<file path="config.mk">
export PLATFORM = sky130hd
export DESIGN_NAME = pifo_sched
export DESIGN_NICKNAME = d
export VERILOG_FILES = /design/src/rtl/pifo_pkg.sv /design/src/rtl/pifo_slot.sv /design/src/rtl/pifo_sched.sv
export SDC_FILE = /design/constraint.sdc
export NUM_CORES = 1
export LEC_CHECK = 0
export CORE_AREA = 2 2 180 182
export CTS_CLUSTER_SIZE = 8
export DETAILED_ROUTE_END_ITERATION = 7
export DIE_AREA = 0 0 182 184
export HOLD_SLACK_MARGIN = 0.08
export PLACE_DENSITY = 0.48
export RECOVER_POWER = 25
export REMOVE_ABC_BUFFERS = 1
export SYNTH_ARGS = -nofsm -noshare
export SYNTH_HDL_FRONTEND = slang
export SYNTH_SLANG_ARGS = --single-unit
</file>
<file path="constraint.sdc">
create_clock -name clk -period 12.2 [get_ports clk]
set_clock_uncertainty 0.05 [all_clocks]
set_input_delay 2.44 -clock clk [delete_from_list [all_inputs] [get_ports clk]]
set_output_delay 2.44 -clock clk [all_outputs]
set_load 0.02 [all_outputs]
</file>
<file path="src/rtl/pifo_pkg.sv">
// pifo_pkg: shared helpers for the pifo_sched scheduler queue (counter width, rank compare)
package pifo_pkg;
    localparam int MAX_RANK_W = 32;
    function automatic int cnt_w(input int depth);
        return $clog2(depth + 1);
    endfunction
    function automatic logic rank_gt(input logic [MAX_RANK_W-1:0] a, input logic [MAX_RANK_W-1:0] b);
        return a > b;
    endfunction
endpackage

</file>
<file path="src/rtl/pifo_slot.sv">
// pifo_slot: one {rank, data} storage cell of the sorted shift array
module pifo_slot #(
    parameter int W = 20
) (
    input  logic         clk,
    input  logic         reset,
    input  logic         ins,
    input  logic         take_prev,
    input  logic         take_next,
    input  logic [W-1:0] new_e,
    input  logic [W-1:0] prev_e,
    input  logic [W-1:0] next_e,
    output logic [W-1:0] q
);
    always_ff @(posedge clk)
        if (reset) q <= '0;
        else if (ins) q <= new_e;
        else if (take_prev) q <= prev_e;
        else if (take_next) q <= next_e;
endmodule

</file>
<file path="src/rtl/pifo_sched.sv">
// pifo_sched: sorted push-in-first-out scheduler queue, highest rank at head, FIFO among ties.
// Define PIFO_EVICT_EN to never back-pressure and instead evict the lowest-ranked entry when full.
module pifo_sched import pifo_pkg::*; #(
    parameter int DEPTH = 8,
    parameter int RANK_W = 4,
    parameter int DATA_W = 16,
    localparam int CNT_W = cnt_w(DEPTH)
) (
    input  logic              clk,
    input  logic              reset,
    input  logic              push_valid,
    output logic              push_ready,
    input  logic [RANK_W-1:0] push_rank,
    input  logic [DATA_W-1:0] push_data,
    output logic              pop_valid,
    input  logic              pop_ready,
    output logic [RANK_W-1:0] pop_rank,
    output logic [DATA_W-1:0] pop_data,
    output logic [CNT_W-1:0]  count,
    output logic              empty,
    output logic              full
`ifdef PIFO_EVICT_EN
    ,
    output logic              evict_valid,
    output logic [RANK_W-1:0] evict_rank,
    output logic [DATA_W-1:0] evict_data
`endif
);
    localparam int W = RANK_W + DATA_W;
    logic [W-1:0] slot_q [DEPTH];
    logic [W-1:0] ext [DEPTH+2];
    logic [W-1:0] new_e;
    logic [DEPTH-1:0] gt, ins, take_prev, take_next;
    logic [CNT_W-1:0] cnt, cnt_n, pos, ip;
    logic empty_q, full_q, push_fire, pop_fire, discard;

`ifdef PIFO_EVICT_EN
    assign push_ready = 1'b1;
`else
    assign push_ready = !full_q || pop_ready;
`endif
    assign pop_valid = !empty_q;
    assign push_fire = push_valid && push_ready;
    assign pop_fire = pop_valid && pop_ready;
    assign new_e = {push_rank, push_data};
    assign {pop_rank, pop_data} = slot_q[0];
    assign count = cnt;
    assign empty = empty_q;
    assign full = full_q;

    // ext pads the array with zero entries so every slot has both neighbours
    always_comb begin
        ext[0] = '0;
        ext[DEPTH+1] = '0;
        for (int i = 0; i < DEPTH; i++) ext[i+1] = slot_q[i];
        pos = cnt;
        for (int i = DEPTH - 1; i >= 0; i--) if (gt[i]) pos = CNT_W'(i);
        ip = (pop_fire && pos != '0) ? pos - CNT_W'(1) : pos;
        discard = push_fire && !pop_fire && pos == CNT_W'(DEPTH);
        cnt_n = cnt + CNT_W'(push_fire && !pop_fire && !full_q) - CNT_W'(pop_fire && !push_fire);
    end

    for (genvar g = 0; g < DEPTH; g++) begin : g_slot
        assign gt[g] = (CNT_W'(g) < cnt) &&
                       rank_gt(MAX_RANK_W'(push_rank), MAX_RANK_W'(slot_q[g][W-1:DATA_W]));
        assign ins[g] = push_fire && !discard && ip == CNT_W'(g);
        assign take_prev[g] = push_fire && !pop_fire && !discard && CNT_W'(g) > ip;
        assign take_next[g] = pop_fire && (!push_fire || CNT_W'(g) < ip);
        pifo_slot #(.W(W)) u_slot (
            .clk(clk), .reset(reset),
            .ins(ins[g]), .take_prev(take_prev[g]), .take_next(take_next[g]),
            .new_e(new_e), .prev_e(ext[g]), .next_e(ext[g+2]),
            .q(slot_q[g])
        );
    end

    always_ff @(posedge clk)
        if (reset) begin
            cnt <= '0;
            empty_q <= 1'b1;
            full_q <= 1'b0;
        end else begin
            cnt <= cnt_n;
            empty_q <= cnt_n == '0;
            full_q <= cnt_n == CNT_W'(DEPTH);
        end

`ifdef PIFO_EVICT_EN
    // when full, either the incoming entry or the old tail falls off the end
    always_ff @(posedge clk)
        if (reset) begin
            evict_valid <= 1'b0;
            evict_rank <= '0;
            evict_data <= '0;
        end else begin
            evict_valid <= push_fire && !pop_fire && full_q;
            {evict_rank, evict_data} <= discard ? new_e : slot_q[DEPTH-1];
        end
`endif
endmodule

</file>
==> results.md <==
- Status: complete, but fails checks
- Failing checks: capacitance limit, slew limit
- Vias per cell: 5.58
- CTS resizes: 0
- Worst slew margin: -0.724
- Post-Layout Inst Area: 11400 µm²
- Static leakage: 4.29 nW
- Post-synth EDFFs: 0
- Clock transition at path regs: 0.06 ns
- GPL Wtd Cong: 0.797
- Pwr Density: 320 nW/µm²
- Routed via count: 8828
- Final Hold Viols: 0
- Die Y-Extent: 184 µm
- Seq pwr share: 0.231
- Fmax achieved: 0.105 GHz
- Post-CTS setup buffer count: 0
- Async SR Flop Fraction: 0
- Routed len/inst: 20.7 µm
- CP Class: in2reg
- Syn_area_per_cell: 8.48 µm²
- Placed Area: 10800 µm²
- YS warnings: 0
- CP startpoint: push_rank[1]
- Final std cells w/o fill: 1581
- Diode count: 0
- DRT Wirelength: 32.7 mm
- # rows: 65
- Worst-Margin Slew: 2.56 ns
- Critical Path Sink Type: register
- Drt initial violations: 749
- Buffer depth of the longest clock path: 2
- Min-delay src: g_slot[2].u_slot.q[17]
- Most common cell after layout, fill and taps aside: nand2_1
- First-pass DRT Iterations: 8
- Initial antenna violation count: 0
- Post-synthesis register bit count: 166
- TritonCTS clock tree: built
- R2R Path End: g_slot[4].u_slot.q[10]
- Worst hold slack: 0.419 ns
- Synth area leaders: dfxtp_1, mux2i_1, nand2_1, mux2_2, a21oi_1
- Remaining routing DRC violations: 0
- Maximum fanout along the worst path: 16
- Die area: 33500 µm²
- Critical Path RT: 12.44 ns
- Mapped Area: 10300 µm²
- Top FF cell, synth: dfxtp_1
- Clock root buffer: clkbuf_16
- Total GRT Usage: 0.196
- Cell count after synthesis: 1216
- ANT nets after route: 0
- Vias in the first global route: 8510
- MaxCap Viol Count: 6
- R2R Path Start: g_slot[6].u_slot.q[17]
- Clk network pwr share: 0.153
- Area growth from synthesis to layout: 10.3%
- Clock latency on the worst-skew pair: 0.43 ns
- Worst Setup EP: g_slot[4].u_slot.q[10]
- Fin nets: 1232
- Synth area leader: dfxtp_1
- Die W: 182 µm
- Path depth of the worst reg2reg path: 17
- Period Utilization, post-route: 0.784
- Setup TNS: 0 ns
- Post-synthesis cell type count: 73
- CORE AREA: 31400 µm²
- Hold_buf cts: 0
- Yosys top cell area share: 0.322
- Cells after DPL: 1551
- Hold Crit Class: reg2reg
- Unrepaired setup endpoints after global routing: false
- Io pins: 52
- Maximum vdd drop: 0.000191 V
- Switching Share: 0.501
- Combinational power share: 0.616
- Register area share after synthesis: 0.322
- Power Internal: 1.82 mW
- Pwr Total: 3.64 mW
- Critical Path Source Type: primary input
- Fill cells: 3278
- Arrival @ worst endpoint: 9.80 ns
- CTS buffer count: 17
- Final setup fails: 0
- Dpl hpwl: 19.7 mm
- Largest net degree at the start of global routing: 62
- Initial Utilization: 0.328
- Final Max Slew Viols: 161
- R2R Setup Slk: 5.24 ns
- Share of post-route cells with drive strength above 1: 0.126
- Time the worst path needs with I/O delays and setup: 9.56 ns
- Total global routing overflow: 0
- Net switching power figure: 1.82 mW
- PortBufs: 51
- Clk sinks: 166
- Most frequent cells in the layout: nand2_1, dfxtp_1, nor2_1
- First-pass GRT wire length: 50.9 mm
- H-tree depth: 4
[cells in the mapped netlist (3+ instances only)]
cell type and instances:
buf_2 28, nor3_1 9, dfxtp_1 166, inv_1 35, a221o_1 21, nor2b_1 12, buf_4 24, nand4_1 6
o21a_1 19, ha_1 39, and2_1 4, a311oi_1 39, a211o_1 25, or2_2 4, a21oi_1 106, mux2i_1 74
o21ai_0 12, nor2_1 107, or3_1 4, o211ai_2 20, o211ai_1 17, buf_6 7, and4_1 4, a222oi_1 18
and3b_1 3, a22oi_1 17, nand3_1 3, a31oi_1 3, nand2_1 180, o311ai_0 3, nand3_2 4, a21o_1 5
clkbuf_1 74, a221oi_1 4, mux2_2 51, a211oi_1 24, o21bai_1 3
[how the worst min path moves through the flow]
stage                                   endpoint  slack [ns]  cells after the start
after floorplan           g_slot[2].u_slot.q[13]        0.39                      2
after global placement    g_slot[3].u_slot.q[13]        0.41                      2
after detailed placement  g_slot[2].u_slot.q[17]        0.42                      2
after CTS                 g_slot[2].u_slot.q[17]        0.43                      2
after global routing      g_slot[2].u_slot.q[17]        0.44                      2
final                     g_slot[2].u_slot.q[17]        0.42                      2
[worst max-delay path, cell delays in order]
cell and delay, ns:
dlygate4sd3_1 1.05, ha_1 0.36, nor2b_1 0.13, o211ai_1 0.16, a211oi_1 0.17, o311ai_0 0.41
a21o_1 0.37, nand2_1 0.23, ha_1 0.33, o21ai_0 0.25, a221oi_1 0.26, a31o_2 0.32
o21a_1 0.17, o21ai_0 1.90, clkbuf_1 0.92, mux2i_1 0.27, nor2_1 0.06
[through the flow]
| stage | worst slack [ns] | util |
|---|---|---|
| floorplan | 3.99 | - |
| global placement | 3.40 | 0.345 |
| detailed placement | 3.21 | 0.345 |
| CTS | 3.68 | 0.364 |
| global route | 2.23 | 0.362 |
| finish | 2.64 | 0.362 |
[power by group through the flow]
| stage | clock (mW) | combinational [mW] | sequential, mW |
|---|---|---|---|
| floorplan | 0 | 1.48 | 0.838 |
| finish | 0.557 | 2.24 | 0.842 |
| global route | 0.590 | 2.44 | 0.864 |
| detailed placement | 0 | 2.25 | 0.855 |
| CTS | 0.572 | 2.25 | 0.844 |
| global placement | 0 | 2.23 | 0.854 |
[routing by layer]
metal / track usage / wire [µm] / share of wire / vias to the layer above
li1: - / - / - / 4325
met1: 0.281 / 16100 / 0.49 / 4265
met2: 0.306 / 14600 / 0.45 / 207
met3: 0.0242 / 1380 / 0.042 / 31
met4: 0.0610 / 618 / 0.019 / 0
met5: 0 / 0 / 0 / -
[cell type report]
cell class / instances / area, µm² / share of cell area
timing repair buffer: 71 / 643 / 0.0566
multi-input combinational: 877 / 6180 / 0.544
tap: 402 / 503 / 0.0442
inverter: 35 / 131 / 0.0116
clock inverter: 11 / 150 / 0.0132
sequential: 166 / 3320 / 0.292
clock buffer: 19 / 433 / 0.0381
[sequential cells by signal, indices dropped and copies added (netlist names)]
signal           count
g_slot.u_slot.q    160
count                4
empty                1
full                 1
[kinds of logic after synthesis]
group / count (synthesis) / share of synthesized area
buffers and inverters: 173 / 0.0835
adder cells (fa/ha/maj): 40 / 0.0493
XOR/XNOR: 3 / 0.00255
multiplexers: 125 / 0.128
AO/OA/AOI/OAI: 354 / 0.262
AND/OR/NAND/NOR: 355 / 0.153
flip-flops: 166 / 0.322
Note: power is estimated with default switching activity, not from simulation.
